--- src/rtl/router_sync_multi_pkg.sv ---
// Shared constants and helpers for the router destination synchronizer.
// Imported by the interface, the per-port timer and the top level.
package router_pkg;

  localparam int MAX_PORTS   = 8;
  localparam int DEF_TIMEOUT = 30;

  function automatic int clog2_min1(input int n);
    return (n <= 2) ? 1 : $clog2(n);
  endfunction

endpackage

--- src/rtl/router_sync_multi_if.sv ---
// Handshake/status bundle between router FSM, FIFO array and synchronizer.
// slave faces the synchronizer, master faces the FSM/FIFO side.
interface router_sync_multi_if
  import router_pkg::*;
#(
  parameter int NUM_PORTS = 3
);

  localparam int ADDR_W = clog2_min1(NUM_PORTS);

  logic                 detect_add;
  logic                 write_enb_reg;
  logic [ADDR_W-1:0]    data_in;
  logic [NUM_PORTS-1:0] read_enb;
  logic [NUM_PORTS-1:0] empty;
  logic [NUM_PORTS-1:0] full;
  logic                 clr_status;
  logic                 fifo_full;
  logic [NUM_PORTS-1:0] write_enb;
  logic [NUM_PORTS-1:0] valid_out;
  logic [NUM_PORTS-1:0] soft_reset;
  logic                 addr_err;
  logic [NUM_PORTS-1:0] timeout_flag;

  modport slave (
    input  detect_add, write_enb_reg, data_in,
    input  read_enb, empty, full, clr_status,
    output fifo_full, write_enb, valid_out,
    output soft_reset, addr_err, timeout_flag
  );

  modport master (
    output detect_add, write_enb_reg, data_in,
    output read_enb, empty, full, clr_status,
    input  fifo_full, write_enb, valid_out,
    input  soft_reset, addr_err, timeout_flag
  );

endinterface

--- src/rtl/router_sync_multi_timer.sv ---
// Per-port stall timer: one-cycle soft_reset after TIMEOUT stalled
// cycles, plus a sticky timeout_flag that survives until cleared.
module router_sync_timer
  import router_pkg::*;
#(
  parameter int TIMEOUT = DEF_TIMEOUT,
  parameter int CNT_W   = $clog2(TIMEOUT + 1)
) (
  input  logic clk,
  input  logic rst,
  input  logic empty,
  input  logic read_enb,
  input  logic clr_status,
  output logic soft_reset,
  output logic timeout_flag
);

  localparam logic [CNT_W-1:0] LAST = CNT_W'(TIMEOUT - 1);

  logic [CNT_W-1:0] cnt;

  // Count stalled cycles; any read or empty restarts the window.
  always_ff @(posedge clk) begin
    if (!rst || empty || read_enb) begin
      cnt        <= '0;
      soft_reset <= 1'b0;
    end else if (cnt == LAST) begin
      cnt        <= '0;
      soft_reset <= 1'b1;
    end else begin
      cnt        <= cnt + 1'b1;
      soft_reset <= 1'b0;
    end
  end

  // Sticky status; a pulse seen this cycle beats a same-cycle clear.
  always_ff @(posedge clk) begin
    if (!rst) begin
      timeout_flag <= 1'b0;
    end else if (soft_reset) begin
      timeout_flag <= 1'b1;
    end else if (clr_status) begin
      timeout_flag <= 1'b0;
    end
  end

endmodule

--- src/rtl/router_sync_multi.sv ---
// Destination synchronizer: latches header address, steers write enable,
// muxes the addressed full flag and runs per-port stall timers.
module router_sync_multi
  import router_pkg::*;
#(
  parameter int NUM_PORTS = 3,
  parameter int TIMEOUT   = DEF_TIMEOUT
) (
  input logic                clk,
  input logic                rst,
  router_sync_multi_if.slave bus
);

  localparam int ADDR_W = clog2_min1(NUM_PORTS);
  localparam int CNT_W  = $clog2(TIMEOUT + 1);
  localparam logic [ADDR_W:0] NP = (ADDR_W + 1)'(NUM_PORTS);

  if (NUM_PORTS < 2 || NUM_PORTS > MAX_PORTS) begin : g_bad_ports
    $error("router_sync_multi: NUM_PORTS out of range");
  end
  if (TIMEOUT < 2 || TIMEOUT > 255) begin : g_bad_timeout
    $error("router_sync_multi: TIMEOUT out of range");
  end

  logic [ADDR_W-1:0]    addr_q;
  logic                 addr_err_q;
  logic [NUM_PORTS-1:0] we;
  logic                 ff;

  // Capture destination on header; flag addresses past the last port.
  always_ff @(posedge clk) begin
    if (!rst) begin
      addr_q     <= '0;
      addr_err_q <= 1'b0;
    end else if (bus.detect_add) begin
      addr_q     <= bus.data_in;
      addr_err_q <= ({1'b0, bus.data_in} >= NP);
    end
  end

  // Decode write enable and select full flag; bad address reads as free.
  always_comb begin
    we = '0;
    ff = 1'b0;
    for (int i = 0; i < NUM_PORTS; i++) begin
      if (addr_q == ADDR_W'(i) && !addr_err_q) begin
        we[i] = bus.write_enb_reg;
        ff    = bus.full[i];
      end
    end
  end

  assign bus.write_enb = we;
  assign bus.fifo_full = ff;
  assign bus.addr_err  = addr_err_q;
  assign bus.valid_out = ~bus.empty;

  for (genvar i = 0; i < NUM_PORTS; i++) begin : g_timer
    router_sync_timer #(
      .TIMEOUT (TIMEOUT),
      .CNT_W   (CNT_W)
    ) u_timer (
      .clk          (clk),
      .rst          (rst),
      .empty        (bus.empty[i]),
      .read_enb     (bus.read_enb[i]),
      .clr_status   (bus.clr_status),
      .soft_reset   (bus.soft_reset[i]),
      .timeout_flag (bus.timeout_flag[i])
    );
  end

endmodule

--- src/flat_wrapper.sv ---
// flat-port wrapper written by rule: the top's interface ports become plain ports
module router_sync_multi_flat import router_pkg::*;
#(
  parameter int NUM_PORTS = 3,
  parameter int TIMEOUT   = DEF_TIMEOUT
)
  (clk, rst, bus_detect_add, bus_write_enb_reg, bus_data_in, bus_read_enb, bus_empty, bus_full, bus_clr_status, bus_fifo_full, bus_write_enb, bus_valid_out, bus_soft_reset, bus_addr_err, bus_timeout_flag);
  router_sync_multi_if #(.NUM_PORTS(NUM_PORTS)) bus_i ();
  input logic clk;
  input logic rst;
  input wire logic [$bits(bus_i.detect_add)-1:0] bus_detect_add;
  input wire logic [$bits(bus_i.write_enb_reg)-1:0] bus_write_enb_reg;
  input wire logic [$bits(bus_i.data_in)-1:0] bus_data_in;
  input wire logic [$bits(bus_i.read_enb)-1:0] bus_read_enb;
  input wire logic [$bits(bus_i.empty)-1:0] bus_empty;
  input wire logic [$bits(bus_i.full)-1:0] bus_full;
  input wire logic [$bits(bus_i.clr_status)-1:0] bus_clr_status;
  output wire logic [$bits(bus_i.fifo_full)-1:0] bus_fifo_full;
  output wire logic [$bits(bus_i.write_enb)-1:0] bus_write_enb;
  output wire logic [$bits(bus_i.valid_out)-1:0] bus_valid_out;
  output wire logic [$bits(bus_i.soft_reset)-1:0] bus_soft_reset;
  output wire logic [$bits(bus_i.addr_err)-1:0] bus_addr_err;
  output wire logic [$bits(bus_i.timeout_flag)-1:0] bus_timeout_flag;
  assign bus_i.detect_add = bus_detect_add;
  assign bus_i.write_enb_reg = bus_write_enb_reg;
  assign bus_i.data_in = bus_data_in;
  assign bus_i.read_enb = bus_read_enb;
  assign bus_i.empty = bus_empty;
  assign bus_i.full = bus_full;
  assign bus_i.clr_status = bus_clr_status;
  assign bus_fifo_full = bus_i.fifo_full;
  assign bus_write_enb = bus_i.write_enb;
  assign bus_valid_out = bus_i.valid_out;
  assign bus_soft_reset = bus_i.soft_reset;
  assign bus_addr_err = bus_i.addr_err;
  assign bus_timeout_flag = bus_i.timeout_flag;
  router_sync_multi #(.NUM_PORTS(NUM_PORTS), .TIMEOUT(TIMEOUT)) u_core (.clk(clk), .rst(rst), .bus(bus_i));
endmodule
--- config.mk ---
export PLATFORM = sky130hd
export DESIGN_NAME = router_sync_multi_flat
export DESIGN_NICKNAME = d
export VERILOG_FILES = /design/src/rtl/router_sync_multi_pkg.sv /design/src/rtl/router_sync_multi_if.sv /design/src/rtl/router_sync_multi_timer.sv /design/src/rtl/router_sync_multi.sv /design/src/flat_wrapper.sv
export SDC_FILE = /design/constraint.sdc
export NUM_CORES = 1
export LEC_CHECK = 0
export CAP_MARGIN = 20
export CELL_PAD_IN_SITES_DETAIL_PLACEMENT = 1
export CELL_PAD_IN_SITES_GLOBAL_PLACEMENT = 1
export CORE_MARGIN = 2
export CORE_UTILIZATION = 35
export DETAILED_ROUTE_END_ITERATION = 8
export PLACE_DENSITY = 0.77
export SLEW_MARGIN = 20
export SYNTH_ARGS = -nofsm -noshare
export SYNTH_HDL_FRONTEND = slang
export SYNTH_HIERARCHICAL = 1
export SYNTH_SLANG_ARGS = --single-unit
--- constraint.sdc ---
create_clock -name clk -period 2 [get_ports clk]
set_input_delay 0.3 -clock clk [delete_from_list [all_inputs] [get_ports clk]]
set_output_delay 0.3 -clock clk [all_outputs]
set_load 0.01 [all_outputs]
# Yosys cells after proc, flatten, opt, wreduce, memory -nomap -nowiden
# Cells that the tools add are included.
# totals
reg_bits	24
input_bits	16
# op_classes
order_cmp	1
reduce_logical	18
eq_ne	5
bitwise_logic	1
add_sub_neg	3
muxes	13
# op_table
operator	n
5-bit by 1-bit adder with 5-bit output, second input constant	3
5-bit equality test, second input constant	3
1-bit 2-to-1 mux	13
1-bit logical OR	6
2-bit nonzero test	3
2-bit OR reduction	3
1-bit logical AND	3
3-bit inverter	1
2-bit by 1-bit equality test with 1-bit output, second input constant	1
2-bit equality test, second input constant	1
2-bit greater-or-equal comparator, second input constant	1
1-bit logical NOT	2
2-bit logical NOT	1

# Longest topological paths before layout
# logic_depth
word_depth	5
depth_mapped	5
mapped_depth_nobuf	5

# Hierarchy
# The synthesis kept the hierarchy.
# by_module_without_submodules
mod	area_per_inst_um2	instances	cells_per_inst	seq_area_each_um2
router_sync_timer	276.5	3	26	140.1
router_sync_multi	190.2	1	19	60.1

# Worst setup path before layout
# No wires, ideal clock.
# synth_path
kind	register to output
from	register u_core.addr_err_q (netlist: u_core/bus.addr_err)
to	output bus_write_enb[0]
path_stages_with_launch	2
required_time_ps	1700
setup_slack_ps	828
arrival_time_ps	872
path_buffers	0
path_cell_list	dfxtp_1 nor4b_1
# synth_between
elab_chain_cells	3
# synth_rtl
item	line_no	source
start: declaration	router_sync_multi.sv:26	logic addr_err_q;
start signal: assignment	router_sync_multi.sv:37	addr_err_q <= ({1'b0, bus.data_in} >= NP);
1-bit logical NOT	router_sync_multi.sv:46	if (addr_q == ADDR_W'(i) && !addr_err_q) begin
1-bit logical AND	router_sync_multi.sv:46	
1-bit 2-to-1 mux	router_sync_multi.sv:46	
end: declaration	flat_wrapper.sv:19	output wire logic [$bits(bus_i.write_enb)-1:0] bus_write_enb;
# No other way between the ends.

# Final worst setup path
# layout_path
from	register u_core.addr_q[1]
to	output bus_fifo_full
# layout_between
elab_chain_cells	5
word_cells_on_any_way	9
classes_between	eq/ne: 2; mux: 3; reduce/logical: 4
# layout_rtl
item	line_no	source
start: declaration	router_sync_multi.sv:25	logic [ADDR_W-1:0] addr_q;
start signal: assignment	router_sync_multi.sv:36	addr_q <= bus.data_in;
2-bit logical NOT	router_sync_multi.sv:46	
1-bit logical AND	router_sync_multi.sv:46	
1-bit 2-to-1 mux (2 in a row)	router_sync_multi.sv:46	
1-bit 2-to-1 mux (*)	router_sync_multi.sv:46	
end: declaration	flat_wrapper.sv:18	output wire logic [$bits(bus_i.fifo_full)-1:0] bus_fifo_full;
# Every way passes the cells marked *; elsewhere a longest branch is shown, timed or not.

==> impl_metrics.xml <==
<?xml version="1.0" encoding="UTF-8"?>
<metrics>
  <group name="layout">
    <metric name="layout.filler_cells" unit="">333</metric>
    <metric name="drive_above_1_share" unit="%">11.5</metric>
    <metric name="final_core_util" unit="%">50.5</metric>
    <metric name="area_overhead_of_the_layout_relative_to_synthesis" unit="%">36.6</metric>
    <metric name="post-route-cell-area" unit="µm²">1390</metric>
    <metric name="most_common_cell_after_layout_fill_and_taps_aside" unit="">sky130_fd_sc_hd__clkdlybuf4s50_1</metric>
    <metric name="antennaDiodeCount" unit="">0</metric>
    <metric name="final_cell_mix" unit="">29 x sky130_fd_sc_hd__clkdlybuf4s50_1, 23 x sky130_fd_sc_hd__dfxtp_1, 15 x sky130_fd_sc_hd__nor2_1</metric>
    <metric name="layoutNonFillerInstCount" unit="">161</metric>
    <metric name="design.final.nets" unit="">153</metric>
    <metric name="multiInputGateArea" unit="µm²">523</metric>
    <metric name="ff_latch_area" unit="µm²">482</metric>
  </group>
  <group name="setup_path">
    <metric name="r2r_slack" unit="ns">0.92</metric>
    <metric name="worstSetupStartpointType" unit="">register</metric>
    <metric name="worst_ep_required_time" unit="ns">1.70</metric>
    <metric name="cp-end-kind" unit="">primary output</metric>
    <metric name="crit_fanout" unit="">6</metric>
    <metric name="reg2reg_depth" unit="">4</metric>
    <metric name="worstSetupStartpoint" unit="">u_core/addr_q[1]$_SDFFE_PN0P_</metric>
    <metric name="r2r_path_start" unit="">u_core/g_timer[1].u_timer/cnt[0]$_SDFF_PP0_</metric>
    <metric name="critical_path.reg2reg.endpoint" unit="">u_core/g_timer[1].u_timer/cnt[2]$_SDFF_PP0_</metric>
    <metric name="critical_path_class" unit="">reg -&gt; out</metric>
    <metric name="cp_data_arrival_time" unit="ns">1.60</metric>
    <metric name="crit_path_end" unit="">bus_fifo_full</metric>
  </group>
  <group name="clock_tree">
    <metric name="clkTransAtPathRegs" unit="ns">0.13</metric>
    <metric name="cts_sinks" unit="">24</metric>
    <metric name="ctsResizeCount" unit="">0</metric>
    <metric name="cts_setup_buffers" unit="">0</metric>
    <metric name="cts_tree" unit="">yes</metric>
    <metric name="htree_num_levels" unit="">1</metric>
    <metric name="post_cts_hold_buffer_count" unit="">0</metric>
    <metric name="insertion_delay" unit="ns">0.32</metric>
    <metric name="cts_inserted_buffers" unit="">3</metric>
    <metric name="ctsRootBufferMaster" unit="">sky130_fd_sc_hd__clkbuf_4</metric>
    <metric name="cts-root-to-sink-buffers" unit="">2</metric>
  </group>
  <group name="floorplanning">
    <metric name="rows" unit="">19</metric>
    <metric name="dieHeight" unit="µm">58.0</metric>
    <metric name="core_area" unit="µm²">2760</metric>
    <metric name="chip_width" unit="µm">58.0</metric>
    <metric name="pin_count" unit="">30</metric>
    <metric name="floorplan.die_area" unit="µm²">3360</metric>
    <metric name="starting_density" unit="%">37.0</metric>
  </group>
  <group name="detailed_routing">
    <metric name="finalWirelength" unit="µm">2120</metric>
    <metric name="detailedRoute.firstIterationViolations" unit="">13</metric>
    <metric name="drc_errors" unit="">0</metric>
    <metric name="total_vias_in_the_final_route" unit="">810</metric>
    <metric name="antenna_left" unit="">0</metric>
    <metric name="post_drt_wl_per_cell" unit="µm">13.2</metric>
    <metric name="vias_per_cell" unit="">5.03</metric>
    <metric name="detail_route.first_pass.iterations" unit="">4</metric>
  </group>
  <group name="placement">
    <metric name="routability_cong" unit="">0.747</metric>
    <metric name="place.detailed.hpwl" unit="µm">1710</metric>
    <metric name="place.port_buffers" unit="">29</metric>
    <metric name="dp.cells" unit="">157</metric>
    <metric name="dpl-instance-area" unit="µm²">1350</metric>
  </group>
  <group name="sta">
    <metric name="aggregate_negative_setup_slack" unit="ns">0</metric>
    <metric name="slew_violations" unit="">0</metric>
    <metric name="timing.final.hold_violations" unit="">0</metric>
    <metric name="min_period_over_period" unit="%">95.1</metric>
    <metric name="timing_worst_slew_pin_value" unit="ns">0.378</metric>
    <metric name="clock-skew-final" unit="ns">0.00848</metric>
    <metric name="worst_slew_margin" unit="%">74.8</metric>
    <metric name="grt_setup_unrepaired" unit="">no</metric>
    <metric name="finalSetupViolations" unit="">0</metric>
    <metric name="finalHoldWorstSlack" unit="ns">0.487</metric>
    <metric name="maxClockFrequency" unit="GHz">0.526</metric>
    <metric name="final_period_minus_worst_setup_slack" unit="ns">1.90</metric>
  </group>
  <group name="min_path">
    <metric name="holdPathStages" unit="">1</metric>
    <metric name="min_path_type" unit="">reg -&gt; reg</metric>
  </group>
  <group name="synthesis">
    <metric name="avg_synthesized_cell_area" unit="µm²">10.5</metric>
    <metric name="synth.net_count" unit="">119</metric>
    <metric name="synth-edff-count" unit="">0</metric>
    <metric name="count_of_distinct_cell_types_in_the_synthesized_netlist" unit="">20</metric>
    <metric name="prevailing_post_synth_register_cell" unit="">sky130_fd_sc_hd__dfxtp_1</metric>
    <metric name="synthTopCellsByArea" unit="">sky130_fd_sc_hd__dfxtp_1 47%, sky130_fd_sc_hd__ha_1 7.4%, sky130_fd_sc_hd__nor2_1 5.5%, sky130_fd_sc_hd__xor2_1 5.2%, sky130_fd_sc_hd__nor4b_2 4.4%</metric>
    <metric name="synthDominantCellAreaShare" unit="%">47.1</metric>
    <metric name="sequential_share_of_the_synthesized_area" unit="%">47.1</metric>
    <metric name="async_reset_ff_share" unit="%">0</metric>
    <metric name="syn_inst" unit="">97</metric>
    <metric name="netlist_area" unit="µm²">1020</metric>
    <metric name="postSynthRegisterBits" unit="">24</metric>
    <metric name="synth.yosys.warnings" unit="">6</metric>
    <metric name="yosys.area.top_type" unit="">sky130_fd_sc_hd__dfxtp_1</metric>
  </group>
  <group name="power_and_ir_drop">
    <metric name="power_density" unit="nW/µm²">604</metric>
    <metric name="leakagePower" unit="nW">0.530</metric>
    <metric name="max-vdd-ir-drop" unit="µV">379</metric>
  </group>
  <group name="grt">
    <metric name="grt_pass1_vias" unit="">870</metric>
    <metric name="number_of_antenna_violations_at_the_first_check_in_global_routing" unit="">0</metric>
    <metric name="global_route_wire_length_before_repair" unit="µm">3650</metric>
    <metric name="grt.overflow.total" unit="">0</metric>
    <metric name="grt_max_degree" unit="">14</metric>
    <metric name="globalRouteTotalUtil" unit="%">14.3</metric>
  </group>
  <group name="run_status">
    <metric name="outcome" unit="">finished, final reports clean</metric>
  </group>
  <group name="job">
    <metric name="cap_violations" unit="">0</metric>
  </group>
</metrics>
## cells in the mapped netlist, types with 2 or more instances
cell / count
sky130_fd_sc_hd__nor2_1: 15
sky130_fd_sc_hd__nor4b_2: 3
sky130_fd_sc_hd__o21a_1: 3
sky130_fd_sc_hd__dfxtp_1: 24
sky130_fd_sc_hd__xnor2_1: 3
sky130_fd_sc_hd__nor3b_1: 3
sky130_fd_sc_hd__mux2i_1: 3
sky130_fd_sc_hd__xor2_1: 6
sky130_fd_sc_hd__nor2b_1: 5
sky130_fd_sc_hd__and4bb_2: 2
sky130_fd_sc_hd__nand2_1: 3
sky130_fd_sc_hd__nand3_1: 7
sky130_fd_sc_hd__ha_1: 6
sky130_fd_sc_hd__nand4_2: 3
sky130_fd_sc_hd__inv_1: 6
## how the worst min path moves through the flow
stage          slack, ns                                             from                                                  end
2_1_floorplan       0.37                                     bus_empty[0]      u_core/g_timer[0].u_timer/soft_reset$_SDFF_PP0_
3_3_place_gp        0.45  u_core/g_timer[0].u_timer/soft_reset$_SDFF_PP0_  u_core/g_timer[0].u_timer/timeout_flag$_SDFFE_PN0P_
3_5_place_dp        0.46  u_core/g_timer[1].u_timer/soft_reset$_SDFF_PP0_  u_core/g_timer[1].u_timer/timeout_flag$_SDFFE_PN0P_
4_1_cts             0.50  u_core/g_timer[1].u_timer/soft_reset$_SDFF_PP0_  u_core/g_timer[1].u_timer/timeout_flag$_SDFFE_PN0P_
5_1_grt             0.51  u_core/g_timer[1].u_timer/soft_reset$_SDFF_PP0_  u_core/g_timer[1].u_timer/timeout_flag$_SDFFE_PN0P_
6_report            0.49  u_core/g_timer[1].u_timer/soft_reset$_SDFF_PP0_  u_core/g_timer[1].u_timer/timeout_flag$_SDFFE_PN0P_
## metrics by stage
step | setup slack, ns | total power [mW]
floorplan | 0.828 | 0.532
global placement | 0.118 | 0.592
detailed placement | 0.0806 | 0.597
CTS | 0.0224 | 0.862
global route | 0.0195 | 0.885
finish | 0.0978 | 0.841
## registers in the layout, indices dropped and copies added, names as in the netlist
register and flops:
u_core/addr_q 2, u_core/bus.addr_err 1, u_core/g_timer.u_timer/cnt 15, u_core/g_timer.u_timer/soft_reset 3, u_core/g_timer.u_timer/timeout_flag 3
## power breakdown
part           internal [mW]  leakage, nW  switching (mW)
clock network          0.111       0.0210           0.144
registers              0.485        0.195         0.00894
logic                 0.0586        0.315          0.0336
## final cells by class
type / count / area share (%)
clock buffers: 4 / 2.61
multi-input cells: 67 / 37.6
flip-flops and latches: 24 / 34.6
well taps: 31 / 2.79
inverters: 6 / 1.62
repair buffers: 29 / 20.8
## cells by family after synthesis
group	Yosys count	synth area share (%)
compound gates	5	4.17
xor+xnor	9	7.73
fa+ha+maj	6	7.36
buf+inv	6	2.21
flops	24	47.1
mux	3	2.94
simple gates	44	28.5
## worst max-delay path, cell delays in order (launching register included)
cell and delay (ns):
sky130_fd_sc_hd__dfxtp_1 0.46, sky130_fd_sc_hd__nand4bb_1 0.17, sky130_fd_sc_hd__o31ai_2 0.09, sky130_fd_sc_hd__clkdlybuf4s50_1 0.57
## routing by layer
| metal | vias up | GRT usage, % | routed length (µm) |
|---|---|---|---|
| met4 | 0 | 7.97 | 56 |
| met2 | 21 | 25.5 | 1120 |
| li1 | 393 | - | - |
| met1 | 391 | 16.3 | 829 |
| met3 | 5 | 2.23 | 120 |
| met5 | - | 0 | 0 |
Note: power is estimated with default switching activity, not from simulation.
